[src/rtl/ws2812_frame_ctrl.sv]
// rtl/ws2812_frame_ctrl.sv - WS2812 frame buffer, brightness scaling and refresh scheduler
// Double-buffered pixel store feeding a scaled flat frame to the serial LED driver.
module ws2812_frame_ctrl #(
    parameter int NUM_LED        = 8,
    parameter int ADDR_W         = 6,
    parameter int REFRESH_CYCLES = 1_000_000
) (
    input  logic                    clk,
    input  logic                    rst,
    input  logic                    wr_en,
    input  logic [ADDR_W-1:0]       wr_addr,
    input  logic [23:0]             wr_data,
    input  logic                    commit,
    output logic                    commit_pending,
    input  logic [7:0]              brightness,
    input  logic                    refresh_en,
    output logic                    drv_start,
    input  logic                    drv_ready,
    output logic [NUM_LED*24-1:0]   drv_frame,
    output logic                    busy,
    output logic                    frame_done,
    output logic [15:0]             frame_cnt
);

    localparam int CNT_W = $clog2(REFRESH_CYCLES);
    localparam logic [CNT_W-1:0] CNT_LAST = CNT_W'(REFRESH_CYCLES - 1);

    typedef enum logic [2:0] {
        S_IDLE,
        S_LOAD,
        S_START,
        S_WAIT_BUSY,
        S_WAIT_DONE
    } state_t;

    state_t state, state_nxt;

    logic [23:0]      back  [NUM_LED];
    logic [23:0]      front [NUM_LED];
    logic [CNT_W-1:0] refresh_cnt;
    logic             refresh_due;
    logic             go;
    logic             leave_idle;
    logic             swap;
    logic             finish;

    function automatic logic [7:0] scale8(input logic [7:0] c, input logic [7:0] b);
        logic [16:0] p;
        p = {9'b0, c} * ({9'b0, b} + 17'd1);
        return p[15:8];
    endfunction

    assign go         = (commit_pending | refresh_due) & drv_ready;
    assign leave_idle = (state == S_IDLE) && go;
    assign swap       = leave_idle && commit_pending;
    assign finish     = (state == S_WAIT_DONE) && drv_ready;

    always_ff @(posedge clk) begin
        if (rst) begin
            state <= S_IDLE;
        end else begin
            state <= state_nxt;
        end
    end

    always_comb begin
        state_nxt = state;
        case (state)
            S_IDLE:      if (go) state_nxt = S_LOAD;
            S_LOAD:      state_nxt = S_START;
            S_START:     state_nxt = S_WAIT_BUSY;
            S_WAIT_BUSY: if (!drv_ready) state_nxt = S_WAIT_DONE;
            S_WAIT_DONE: if (drv_ready) state_nxt = S_IDLE;
            default:     state_nxt = S_IDLE;
        endcase
    end

    always_comb begin
        drv_start = (state == S_START);
        busy      = (state != S_IDLE);
    end

    // Out-of-range addresses match no slot, so they drop out naturally.
    // The swap reads back before this edge's write lands.
    always_ff @(posedge clk) begin
        if (rst) begin
            for (int i = 0; i < NUM_LED; i++) begin
                back[i]  <= '0;
                front[i] <= '0;
            end
        end else begin
            for (int i = 0; i < NUM_LED; i++) begin
                if (wr_en && (wr_addr == ADDR_W'(i))) back[i] <= wr_data;
                if (swap) front[i] <= back[i];
            end
        end
    end

    always_ff @(posedge clk) begin
        if (rst) begin
            drv_frame <= '0;
        end else if (state == S_LOAD) begin
            for (int i = 0; i < NUM_LED; i++) begin
                drv_frame[24*i +: 24] <= {scale8(front[i][23:16], brightness),
                                          scale8(front[i][15:8],  brightness),
                                          scale8(front[i][7:0],   brightness)};
            end
        end
    end

    // A commit arriving in the swap cycle survives so the next frame swaps again.
    always_ff @(posedge clk) begin
        if (rst) begin
            commit_pending <= 1'b0;
        end else begin
            commit_pending <= commit | (commit_pending & ~swap);
        end
    end

    always_ff @(posedge clk) begin
        if (rst || !refresh_en) begin
            refresh_cnt <= '0;
        end else if (refresh_cnt == CNT_LAST) begin
            refresh_cnt <= '0;
        end else begin
            refresh_cnt <= refresh_cnt + CNT_W'(1);
        end
    end

    always_ff @(posedge clk) begin
        if (rst || !refresh_en) begin
            refresh_due <= 1'b0;
        end else if (refresh_cnt == CNT_LAST) begin
            refresh_due <= 1'b1;
        end else if (leave_idle) begin
            refresh_due <= 1'b0;
        end
    end

    always_ff @(posedge clk) begin
        if (rst) begin
            frame_done <= 1'b0;
            frame_cnt  <= '0;
        end else begin
            frame_done <= finish;
            if (finish) frame_cnt <= frame_cnt + 16'd1;
        end
    end

endmodule
[config.mk]
export PLATFORM = sky130hd
export DESIGN_NAME = ws2812_frame_ctrl
export DESIGN_NICKNAME = d
export VERILOG_FILES = /design/src/rtl/ws2812_frame_ctrl.sv
export SDC_FILE = /design/constraint.sdc
export NUM_CORES = 2
export LEC_CHECK = 0
export BUFFER_PORTS_ARGS = -buffer_cell sky130_fd_sc_hd__buf_2
export CORE_MARGIN = 2
export CORE_UTILIZATION = 65
export DETAILED_ROUTE_END_ITERATION = 10
export PLACE_DENSITY_LB_ADDON = 0.15
export SYNTH_ARGS = -nofsm -noshare
export SYNTH_HDL_FRONTEND = slang
export SYNTH_SLANG_ARGS = --single-unit
[constraint.sdc]
create_clock -name clk -period 7 [get_ports clk]
set_input_delay 0.35 -clock clk [delete_from_list [all_inputs] [get_ports clk]]
set_output_delay 0.35 -clock clk [all_outputs]
set_load 0.02 [all_outputs]
==> impl_metrics.sql <==
INSERT INTO impl_metrics (metric_group, metric, value, unit) VALUES
('clock_network', 'numCtsBuffers', '75', ''),
('detailed_routing', 'vias_per_cell', '5.775', ''),
('worst_setup_path', 'cp.arrival', '6340', 'ps'),
('timing', 'report.final.hold_viol_count', '0', ''),
('power', 'power.density', '216.5', 'nW/µm²'),
('detailed_routing', 'detail-route-antenna-nets', '0', ''),
('flow_run', 'maxCapViolations', '0', ''),
('global_routing', 'grt-ovfl-total', '0', ''),
('timing', 'maxClockFrequency', '173.8', 'MHz'),
('worst_setup_path', 'timing.critical_path.slowest_stage_cell', 'fa_1', ''),
('logic_synthesis', 'ys_warn_count', '0', ''),
('global_routing', 'grt_max_degree', '128', ''),
('cells_and_area', 'share_of_post_route_cells_with_drive_strength_above_1', '0.06401', ''),
('global_routing', 'antenna_violations_before_repair', '12', ''),
('die', 'num_rows', '122', ''),
('clock_network', 'cts_tree', 'done', ''),
('cells_and_area', 'num-nets-final', '9463', ''),
('worst_setup_path', 'timing.critical_path.mode_cell', 'fa_1', ''),
('power', 'p_leak', '38.38', 'nW'),
('detailed_routing', 'drt-initial-drc-count', '3702', ''),
('worst_setup_path', 'setup.worst_path.class', 'in -> reg', ''),
('logic_synthesis', 'synth_fp_nets', '9356', ''),
('logic_synthesis', 'synth-main-ff-cell', 'edfxtp_1', ''),
('logic_synthesis', 'ys_seq_area_frac', '0.2228', ''),
('timing', 'grt_setup_unrepaired', 'false', ''),
('timing', 'share_of_the_cycle_needed_by_the_critical_path_after_routing', '0.8221', ''),
('logic_synthesis', 'number_of_register_bits_inferred_by_synthesis', '618', ''),
('detailed_routing', 'wl_per_cell', '20.52', 'µm'),
('logic_synthesis', 'number_of_enable_flip_flop_cells_after_synthesis', '384', ''),
('placed_design', 'gp_congestion', '0.9014', ''),
('clock_network', 'insertion_delay_to_the_later_sink_of_the_worst_skew_pair', '670', 'ps'),
('global_routing', 'grt_use_total', '0.3392', ''),
('logic_synthesis', 'synth_top_cells_by_area', 'fa_1, edfxtp_1, ha_1, and2_1, inv_1', ''),
('worst_setup_path', 'worstPathCellList', 'buf_6 -> ha_4 -> nand3_2 -> nor2_1 -> xor2_4 -> buf_12 -> buf_4 -> and2_1 -> fa_1 -> fa_1 -> fa_1 -> inv_1 -> fa_1 -> inv_1 -> ha_1 -> a211o_1 -> a21oi_1 -> o21ai_1 -> a41o_1 -> a2111o_1 -> nand3_1', ''),
('global_routing', 'grt_first_pass_wirelength', '305.6', 'mm'),
('detailed_routing', 'drt_drc_violations_left', '0', ''),
('clock_network', 'htree_levels', '3', ''),
('cells_and_area', 'area_delta_synth_final', '7.625', '%'),
('logic_synthesis', 'netlist_area_before_placement', '72780', 'µm²'),
('clock_network', 'post_cts_resize_count', '0', ''),
('clock_network', 'clkTransAtPathRegs', '70', 'ps'),
('die', 'core_area', '110800', 'µm²'),
('worst_setup_path', 'crit_path_max_fanout', '73', ''),
('timing', 'setup_tns', '0', 'ps'),
('clock_network', 'postCtsSetupBuffers', '0', ''),
('timing', 'slew_viol_final', '0', ''),
('logic_synthesis', 'post_synth_num_cell_types', '73', ''),
('die', 'boundaryPins', '256', ''),
('clock_network', 'root_buf_cell', 'clkbuf_16', ''),
('logic_synthesis', 'yosysTopAreaCell', 'fa_1', ''),
('worst_setup_path', 'cp.required', '7590', 'ps'),
('cells_and_area', 'n_fill_cell', '8537', ''),
('worst_setup_path', 'worst_setup_path_start_kind', 'primary input', ''),
('timing', 'finalSetupViolations', '0', ''),
('worst_setup_path', 'crit_path_end_kind', 'flip-flop', ''),
('placed_design', 'detailedPlacementHpwl', '133.3', 'mm'),
('global_routing', 'grt_pass1_vias', '55859', ''),
('status', 'outcome', 'finished, final reports clean', ''),
('die', 'die_w', '338.6', 'µm'),
('timing', 'fin_worst_skew', '29.98', 'ps'),
('power', 'worst_ir_drop_vdd', '193.3', 'µV'),
('timing', 'post-route-min-period', '5755', 'ps'),
('timing', 'timing.slew.headroom', '0.1603', ''),
('timing', 'worst_pin_slew', '1256', 'ps'),
('detailed_routing', 'via_count', '53358', ''),
('logic_synthesis', 'netlist_instances', '7581', ''),
('clock_network', 'clock_sink_count', '618', ''),
('logic_synthesis', 'synth_async_sr_flop_share', '0', ''),
('placed_design', 'io_buffer_count', '255', ''),
('die', 'floorplan.die.height', '338.6', 'µm'),
('die', 'floorplan.initialDensity', '0.6567', ''),
('worst_setup_path', 'slowest_delay', '520', 'ps'),
('clock_network', 'cts.path.max_buffers', '3', ''),
('logic_synthesis', 'post_synth.cell_area_avg', '9.600', 'µm²'),
('power', 'power', '0.01696', 'W'),
('die', 'die-area', '114700', 'µm²'),
('worst_hold_path', 'worst_hold_path_type', 'in -> reg', ''),
('logic_synthesis', 'proportion_of_netlist_area_held_by_the_largest_area_contributor', '0.2641', ''),
('detailed_routing', 'postRouteWirelength', '189.6', 'mm'),
('detailed_routing', 'detailedRoute.firstPassIterationCount', '7', '');
==> stage by stage <==
step | area, µm² | worst slack [ps] | hold WS, ps | util | instances
floorplan | 72780 | 1094 | 412.9 | - | 7581
global placement | 75670 | 815.1 | 424.3 | 0.6828 | 9096
detailed placement | 75670 | 641.3 | 431.2 | 0.6828 | 9096
CTS | 78320 | 1328 | 20.94 | 0.7067 | 9237
global route | 78320 | 1006 | 64.19 | 0.7067 | 9238
finish | 78330 | 1245 | 54.91 | 0.7068 | 9240
==> cells by family (layout without fill, tap and decap cells) <==
group / after synthesis / in the layout / share of synthesized area
AOI/OAI and AO/OA: 696 / 696 / 0.06437
xor gates and xnor gates: 279 / 279 / 0.03358
adders and majority gates: 1731 / 1731 / 0.3966
buffers and inverters: 1595 / 1763 / 0.08283
DFF: 618 / 618 / 0.2228
muxes: 6 / 6 / 0.0008252
other: 0 / 3 / 0
and+or+nand+nor: 2656 / 2656 / 0.1990
==> worst paths after layout <==
path	from	to	slack, ps	cells past startpoint
max reg2reg	front[0][96]	drv_frame[103]	2210	15
min reg2reg	drv_frame[111]	drv_frame[111]	440	2
max	brightness[0]	drv_frame[87]	1250	21
min	rst	drv_frame[131]	50	2
==> Yosys cell counts (9+ instances only) <==
| cell | n |
|---|---|
| a2111o_1 | 9 |
| a211o_1 | 12 |
| a211oi_1 | 20 |
| a21o_1 | 40 |
| a21oi_1 | 174 |
| a22o_1 | 22 |
| a31oi_1 | 43 |
| a32o_1 | 9 |
| a32oi_1 | 24 |
| and2_1 | 1334 |
| and3_1 | 19 |
| and4_1 | 26 |
| and4b_1 | 10 |
| buf_2 | 15 |
| clkbuf_1 | 263 |
| dfxtp_1 | 234 |
| edfxtp_1 | 384 |
| fa_1 | 960 |
| ha_1 | 771 |
| inv_1 | 1307 |
| nand2_1 | 592 |
| nand2b_1 | 27 |
| nand3_1 | 64 |
| nand4_1 | 38 |
| nor2_1 | 272 |
| nor2b_1 | 170 |
| nor3_1 | 45 |
| nor4_1 | 10 |
| o2111ai_1 | 17 |
| o211ai_1 | 9 |
| o21a_1 | 32 |
| o21ai_0 | 156 |
| o21ai_1 | 20 |
| o21bai_1 | 20 |
| o311ai_0 | 14 |
| o31ai_1 | 14 |
| or3_1 | 24 |
| xnor2_1 | 227 |
| xor2_1 | 52 |
==> per-layer routing <==
| metal | part of all wire | vias up | track usage |
|---|---|---|---|
| met5 | 0.00054 | - | 0 |
| met4 | 0.048 | 16 | 0.1494 |
| met3 | 0.092 | 418 | 0.07627 |
| met2 | 0.46 | 2000 | 0.5448 |
| met1 | 0.40 | 26790 | 0.4425 |
| li1 | - | 24134 | - |
==> report_power, final <==
group	internal, W	switching, W	total [W]
Combinational	0.00335	0.00496	0.00831
Sequential	0.00414	0.000279	0.00442
Clock	0.00247	0.00175	0.00423
==> layout make-up <==
class	count	area [µm²]	area share
multi-input cells	5368	50700	0.6473
flip-flops and latches	618	16220	0.2070
inverters	1307	4908	0.06267
clock buffers	90	2038	0.02602
repair buffers	318	2019	0.02578
well taps	1488	1862	0.02377
clock inverters	48	578.1	0.007380
diodes	3	7.507	0.00009584
==> cells in the final DEF (no fill, tap or decap), types with 49 or more instances in the layout <==
| cell type | synthesis | final |
|---|---|---|
| a21oi_1 | 174 | 174 |
| and2_1 | 1334 | 1333 |
| buf_2 | 15 | 253 |
| clkbuf_16 | 0 | 79 |
| dfxtp_1 | 234 | 234 |
| edfxtp_1 | 384 | 384 |
| fa_1 | 960 | 960 |
| ha_1 | 771 | 770 |
| inv_1 | 1307 | 1306 |
| nand2_1 | 592 | 590 |
| nand3_1 | 64 | 64 |
| nor2_1 | 272 | 270 |
| nor2b_1 | 170 | 169 |
| o21ai_0 | 156 | 154 |
| xnor2_1 | 227 | 224 |
| xor2_1 | 52 | 49 |
==> flip-flops by register name, indices dropped and copies added (netlist names) <==
name,flops
frame_done,1
state,3
drv_frame,192
frame_cnt,16
refresh_cnt,20
front,192
back,192
refresh_due,1
commit_pending,1
==> worst max-delay path: cells and delay by family <==
kind	cells	cell delay [ps]
simple gates	4	770
xor+xnor	1	240
fa+ha+maj	6	2510
buf+inv	5	1110
compound gates	5	1280
==> what timing repair did <==
item                                    CTS  global route
endpoints found under the setup margin    0             0
hold endpoints to repair                  3             0
hold buffers                              3             0
No activity file was read; power rests on OpenSTA's default activity.
